### config.mk
export PLATFORM = sky130hd
export DESIGN_NAME = pipe_skid_reg
export DESIGN_NICKNAME = d
export VERILOG_FILES = /design/src/rtl/pipe_skid_reg.sv
export SDC_FILE = /design/constraint.sdc
export NUM_CORES = 1
export LEC_CHECK = 0
export CAP_MARGIN = 15
export CORE_MARGIN = 2
export CORE_UTILIZATION = 45
export CTS_CLUSTER_DIAMETER = 120
export CTS_CLUSTER_SIZE = 25
export DETAILED_ROUTE_END_ITERATION = 7
export PLACE_DENSITY = 0.73
export SYNTH_ARGS = -nofsm -noshare
export SYNTH_HDL_FRONTEND = slang
export SYNTH_SLANG_ARGS = --single-unit
### constraint.sdc
create_clock -name clk -period 4.4 [get_ports clk]
set_input_delay 0.44 -clock clk [delete_from_list [all_inputs] [get_ports clk]]
set_output_delay 0.44 -clock clk [all_outputs]
set_load 0.01 [all_outputs]
### src/rtl/pipe_skid_reg.sv
// ----------------------------------------------------------------------------
// pipe_skid_reg
//   Two-entry pipeline register with a skid slot and a synchronous flush.
//   The main register drives the output. The skid register catches one extra
//   entry when downstream stalls, so in_ready can be a plain flop with no
//   combinational path from out_ready. Flush (clr) zeroes the clearable
//   payload, keeps the retained payload on the output and empties the block.
//
// Ports
//   clk        : sole clock, rising edge
//   reset      : asynchronous active-high reset
//   clr        : synchronous flush, highest priority after reset
//   in_valid   : upstream offers an entry
//   in_ready   : block accepts an entry this cycle (registered)
//   in_data    : clearable payload in  [DATA_W-1:0]
//   in_keep    : retained payload in   [KEEP_W-1:0]
//   out_valid  : head entry valid (registered)
//   out_ready  : downstream consumes the head entry
//   out_data   : clearable payload of the head entry
//   out_keep   : retained payload of the head entry
//   occupancy  : number of held entries, 0..2
// ----------------------------------------------------------------------------
module pipe_skid_reg #(
  parameter int DATA_W = 32,
  parameter int KEEP_W = 32
) (
  input  logic              clk,
  input  logic              reset,
  input  logic              clr,
  input  logic              in_valid,
  output logic              in_ready,
  input  logic [DATA_W-1:0] in_data,
  input  logic [KEEP_W-1:0] in_keep,
  output logic              out_valid,
  input  logic              out_ready,
  output logic [DATA_W-1:0] out_data,
  output logic [KEEP_W-1:0] out_keep,
  output logic [1:0]        occupancy
);

  // State encoding equals the number of held entries.
  typedef enum logic [1:0] {
    ST_EMPTY = 2'd0,
    ST_ONE   = 2'd1,
    ST_FULL  = 2'd2
  } state_t;

  state_t            state_q, state_d;
  logic              in_ready_q;
  logic              out_valid_q;
  logic [DATA_W-1:0] main_data_q, main_data_d;
  logic [KEEP_W-1:0] main_keep_q, main_keep_d;
  logic [DATA_W-1:0] skid_data_q, skid_data_d;
  logic [KEEP_W-1:0] skid_keep_q, skid_keep_d;

  logic fire_in_s;
  logic fire_out_s;

  assign fire_in_s  = in_valid & in_ready_q;
  assign fire_out_s = out_valid_q & out_ready;

  assign in_ready  = in_ready_q;
  assign out_valid = out_valid_q;
  assign out_data  = main_data_q;
  assign out_keep  = main_keep_q;
  assign occupancy = state_q;

  // Next-state and next-payload selection; clr overrides every handshake.
  always_comb begin
    state_d     = state_q;
    main_data_d = main_data_q;
    main_keep_d = main_keep_q;
    skid_data_d = skid_data_q;
    skid_keep_d = skid_keep_q;
    if (clr) begin
      // Bubble insertion: output keep stays visible, everything else cleared.
      state_d     = ST_EMPTY;
      main_data_d = {DATA_W{1'b0}};
      skid_data_d = {DATA_W{1'b0}};
      skid_keep_d = {KEEP_W{1'b0}};
    end else begin
      case (state_q)
        ST_EMPTY: begin
          if (fire_in_s) begin
            state_d     = ST_ONE;
            main_data_d = in_data;
            main_keep_d = in_keep;
          end else begin
            state_d = ST_EMPTY;
          end
        end
        ST_ONE: begin
          if (fire_in_s && fire_out_s) begin
            main_data_d = in_data;
            main_keep_d = in_keep;
          end else if (fire_in_s) begin
            state_d     = ST_FULL;
            skid_data_d = in_data;
            skid_keep_d = in_keep;
          end else if (fire_out_s) begin
            // Output payload holds its last value while empty.
            state_d = ST_EMPTY;
          end else begin
            state_d = ST_ONE;
          end
        end
        ST_FULL: begin
          // in_ready is low here, so only the drain path can happen.
          if (out_ready) begin
            state_d     = ST_ONE;
            main_data_d = skid_data_q;
            main_keep_d = skid_keep_q;
          end else begin
            state_d = ST_FULL;
          end
        end
        default: begin
          state_d = ST_EMPTY;
        end
      endcase
    end
  end

  // State, payload and registered handshake outputs.
  always_ff @(posedge clk or posedge reset) begin
    if (reset) begin
      state_q     <= ST_EMPTY;
      in_ready_q  <= 1'b1;
      out_valid_q <= 1'b0;
      main_data_q <= {DATA_W{1'b0}};
      main_keep_q <= {KEEP_W{1'b0}};
      skid_data_q <= {DATA_W{1'b0}};
      skid_keep_q <= {KEEP_W{1'b0}};
    end else begin
      state_q     <= state_d;
      // Derived from next state so in_ready never depends on out_ready combinationally.
      in_ready_q  <= (state_d != ST_FULL);
      out_valid_q <= (state_d != ST_EMPTY);
      main_data_q <= main_data_d;
      main_keep_q <= main_keep_d;
      skid_data_q <= skid_data_d;
      skid_keep_q <= skid_keep_d;
    end
  end

endmodule

Word level (Yosys, flattened, before mapping):

Index checks and enable logic that the tools add are counted.

* bitwise gates (word level): 3
* equal/unequal tests: 10
* reductions and logical operators: 10
* muxes and demuxes: 22

Operator list (number)
* $mux W32: 13
* $pmux W32 S3: 2
* $ne A2 B2 Y1 const B: 5
* $ne A3 B3 Y1 const B: 3
* $mux W2: 4
* $pmux W2 S3: 1
* $reduce_bool A2 Y1: 3
* $reduce_and A5 Y1: 1
* $reduce_and A4 Y1: 1
* $reduce_bool A4 Y1: 1
* $reduce_and A3 Y1: 1
* $reduce_bool A3 Y1: 1
* $and A1 B1 Y1: 2
* $eq A2 B1 Y1 const B: 1
* $eq A2 B2 Y1 const B: 1
* $logic_not A2 Y1: 1
* $mux W1: 2
* $logic_and A1 B1 Y1: 1
* $not A1 Y1: 1

* input bits: 69
* output and inout bits: 68
* word-level logic and storage cells: 52
* register bits after elaboration: 132

Logic depth before layout (Yosys ltp):

* depth in word-level cells: 7
* depth in mapped cells: 8

Least setup slack after synthesis:

No wires, ideal clock.

* path type: reg2reg
* start: register state_q[0], in the netlist occupancy[0]
* end: register main_keep_q[1], in the netlist out_keep[1]
* required time: 4275 ps
* cell stages (with the launch flop): 8
* arrival time: 1963 ps
* period minus slack after synthesis: 2087 ps
* path slack: 2313 ps
* cells stage by stage: dfrtp_1 inv_1 ha_1 clkbuf_1 nor2b_1 a2111oi_4 buf_6 mux2_2

* longest elaborated chain between the ends: 3
* elaborated cells on any way between the ends: 9
* those cells by class: eq/ne (5); mux (1); reduce/logical (3)

Ends and longest elaborated chain
* start: declaration: RTL line 48 `state_t state_q, state_d;`
* start signal: assignment: RTL line 135 `state_q <= state_d;`
* $eq A2 B1 Y1, or another cell as far along: RTL line 82 `case (state_q)`
* $ne A2 B2 Y1 (no line) or $reduce_bool A3 Y1 (tied branches)
* $reduce_and A5 Y1 (no line)
* end signal: assignment: RTL line 131 `main_keep_q <= {KEEP_W{1'b0}};`
* end signal: assignment: RTL line 140 `main_keep_q <= main_keep_d;`
* end: declaration: RTL line 52 `logic [KEEP_W-1:0] main_keep_q, main_keep_d;`

Parallel ways exist; a longest one is shown, timed or not.
A chain may end at the register's enable or synchronous reset.

Worst setup path after layout:

* start: register state_q[0], in the netlist occupancy[0]
* end: register main_data_q[30], in the netlist out_data[30]

* longest elaborated chain between the ends: 3
* elaborated cells on any way between the ends: 10
* those cells by class: eq/ne (5); mux (2); reduce/logical (3)

Ends and longest elaborated chain
* $eq A2 B1 Y1, or another cell as far along: RTL line 82
* $ne A3 B3 Y1 (no line), or another cell as far along
* $reduce_and A4 Y1 (no line) or $mux W32 (tied branches)
* end signal: assignment: RTL line 130 `main_data_q <= {DATA_W{1'b0}};`
* end signal: assignment: RTL line 139 `main_data_q <= main_data_d;`
* end: declaration: RTL line 51 `logic [DATA_W-1:0] main_data_q, main_data_d;`

Parallel ways exist; a longest one is shown, timed or not.

==> qor.yml <==
drc_errors: 0
wl_per_cell_um: 17.3
max_freq_mhz: 371
syn-instance-count: 604
async_flop_share: 1.00
cts.reportedPaths.clkPinSlew_ns: 0.05
dp.cells: 871
use_met1: 0.278
period_minus_slack_ns: 2.70
io_pins: 137
peakVddDrop_v: 0.000293
drive_gt1_frac: 0.156
antenna_found_initial: 0
rows: 43
synth-compound-area-share: 0.112
path_max_fanout: 68
synth_area_leaders: "dfrtp_1 (51%), mux2_2 (11%), mux2_1 (5.6%)"
synth_top_family_by_area: "multiplexers"
grtUsageTotal: 0.214
gp_congestion: 0.746
finalNonFillerCells: 904
coreArea_sq_um: 14000
min_from: "out_keep[15]"
p_per_area_nw_per_um2: 432
startpoint: "occupancy[0]"
cts_tree: "built"
fin_worst_skew_ns: 0.00817
synth_warnings: 0
synth-edff-count: 0
ys_seq_elements: 132
yosys.area_share.simple: 0.113
insertion_delay_ns: 0.42
cts_buffers: 17
status: "finished, final reports clean"
slew_headroom: 0.225
synthDistinctLibCells: 30
dpl_cell_area_sq_um: 7910
synth-adder-area-share: 0.00773
cpPeakStageDelay_ns: 0.85
fin_nets: 784
die_area_sq_um: 15400
cts_sinks: 132
die_w_um: 124
grt_setup_unrepaired: "false"
n_fill_cell: 1166
cp-start-kind: "flop"
hold_viol: 0
final_max_slew_viol_count: 0
routed_wl_um: 15700
detail_route.vias_per_cell: 5.50
syn_avg_cell_area_sq_um: 10.7
post-dp-hpwl_um: 9550
p_leak_nw: 3.48
grt_pass1_vias: 5132
pre_cts_slack_ns: 1.66
fin_setup_tns_ns: 0
synth_top_cell_area_share: 0.506
postCtsHoldBufs: 0
path_cells: "inv_1 > ha_4 > nand2b_1 > o221ai_4 > mux2_2"
post_cts_buffers: 0
setup_ws_ns: 1.70
area_growth_pct: 31.9
muxShareOfSynthArea: 0.217
drt_iter0_drc: 316
synth_most_common_cell: "dfrtp_1"
cts_resized: 0
synth_top_area_cell: "dfrtp_1"
synthXorXnorAreaFrac: 0
initial_core_util: 0.463
min_path_type: "flop to flop"
dieHeight_um: 124
grt_pass1_wl_um: 25300
worst_path_max_delay_cell: "ha_4"
critPathArrivalTime_ns: 2.99
diodes: 0
grt.busiest_layer: "met2"
postRouteAntennaNets: 0
cp-end-kind: "flop"
reg2reg_from: "occupancy[0]"
seq_area_frac_synth: 0.511
synth_flop_cell: "dfrtp_1"
finalSetupViolations: 0
grt_max_degree: 112
clk_path_buf_depth: 2
worst_slew_pin_slew_ns: 1.16
min_period_over_period: 0.613
num_vias: 4976
syn_nets: 677
grt_overflow: 0
fin_area_sq_um: 8540
port_buffers: 136
grtUsageMet3: 0.0577
maxCapViolCount: 0
synthTopCellsByCount: "dfrtp_1 (131), a21oi_1 (66), nand3_1 (65)"
cts_max_level: 4
synth_area_sq_um: 6470
cp.required_ns: 4.69
clock-root-buffer: "clkbuf_16"
firstDrtPassIters: 4
use_met2: 0.350
critical_path_class: "flop to flop"
## worst paths after layout
check / to / slack (ns) / cells after the start
min in group asynchronous: out_keep[12] / 0.60 / 2
max in group asynchronous: out_data[31] / 2.85 / 3
max: out_data[30] / 1.70 / 5
min reg2reg: out_keep[15] / 0.49 / 1
max reg2reg: out_data[30] / 1.70 / 5
min: out_keep[15] / 0.49 / 1
## power breakdown
| part | switching (mW) | internal [mW] | total, mW |
|---|---|---|---|
| logic | 0.353 | 0.439 | 0.793 |
| clock network | 0.512 | 0.944 | 1.46 |
| registers | 0.0790 | 1.36 | 1.44 |
## logic make-up (layout without fill, tap and decap cells)
logic type,count (synthesis),after routing
flops,132,132
compound gates,137,137
mux,128,128
buf+inv,60,180
simple gates,143,143
fa+ha+maj,4,4
## state kept, by name, summed over array words and instances, names as in the netlist
| signal | count |
|---|---|
| out_data | 32 |
| out_keep | 32 |
| skid_data_q | 32 |
| skid_keep_q | 32 |
| occupancy | 2 |
| in_ready | 1 |
| out_valid | 1 |
## routing by layer
layer | share of wire | wire length, um
met1 | 0.44 | 6870
met2 | 0.48 | 7560
met4 | 0.012 | 189
met3 | 0.068 | 1070
met5 | 0 | 0
## cell usage in the layout, fill, tap and decap left out, types with 32 or more instances in the layout
cell type and instances:
a21oi_1 66, clkdlybuf4s50_1 135, dfrtp_1 131, mux2_1 32, mux2_2 64, mux2i_1 32
nand3_1 64, nor2_1 32, nor2b_1 34, o21ai_0 64
## layout make-up
cell class,count,area [sq um],share of cell area
flip-flops and latches,132,3300,0.387
multi-input cells,412,2950,0.345
repair buffers,143,1420,0.167
clock buffers,22,484,0.0567
well taps,180,225,0.0264
clock inverters,10,128,0.0149
inverters,5,23.8,0.00278
## through the flow
stage	power [mW]	hold slack [ns]	utilization
2_1_floorplan	1.84	0.513	-
3_3_place_gp	2.23	0.475	0.565
5_1_grt	3.86	0.518	0.610
6_report	3.69	0.488	0.610
4_1_cts	3.72	0.491	0.609
3_5_place_dp	2.26	0.474	0.565
## critical path, delay by kind of cell, from the launching register on
kind | cells | cell delay, ns
AND/OR/NAND/NOR | 1 | 0.26
flip-flops | 1 | 0.43
AO/OA/AOI/OAI | 1 | 0.45
multiplexers | 1 | 0.43
buffers and inverters | 1 | 0.14
adder cells (fa/ha/maj) | 1 | 0.85
(Power assumes the default switching activity.)
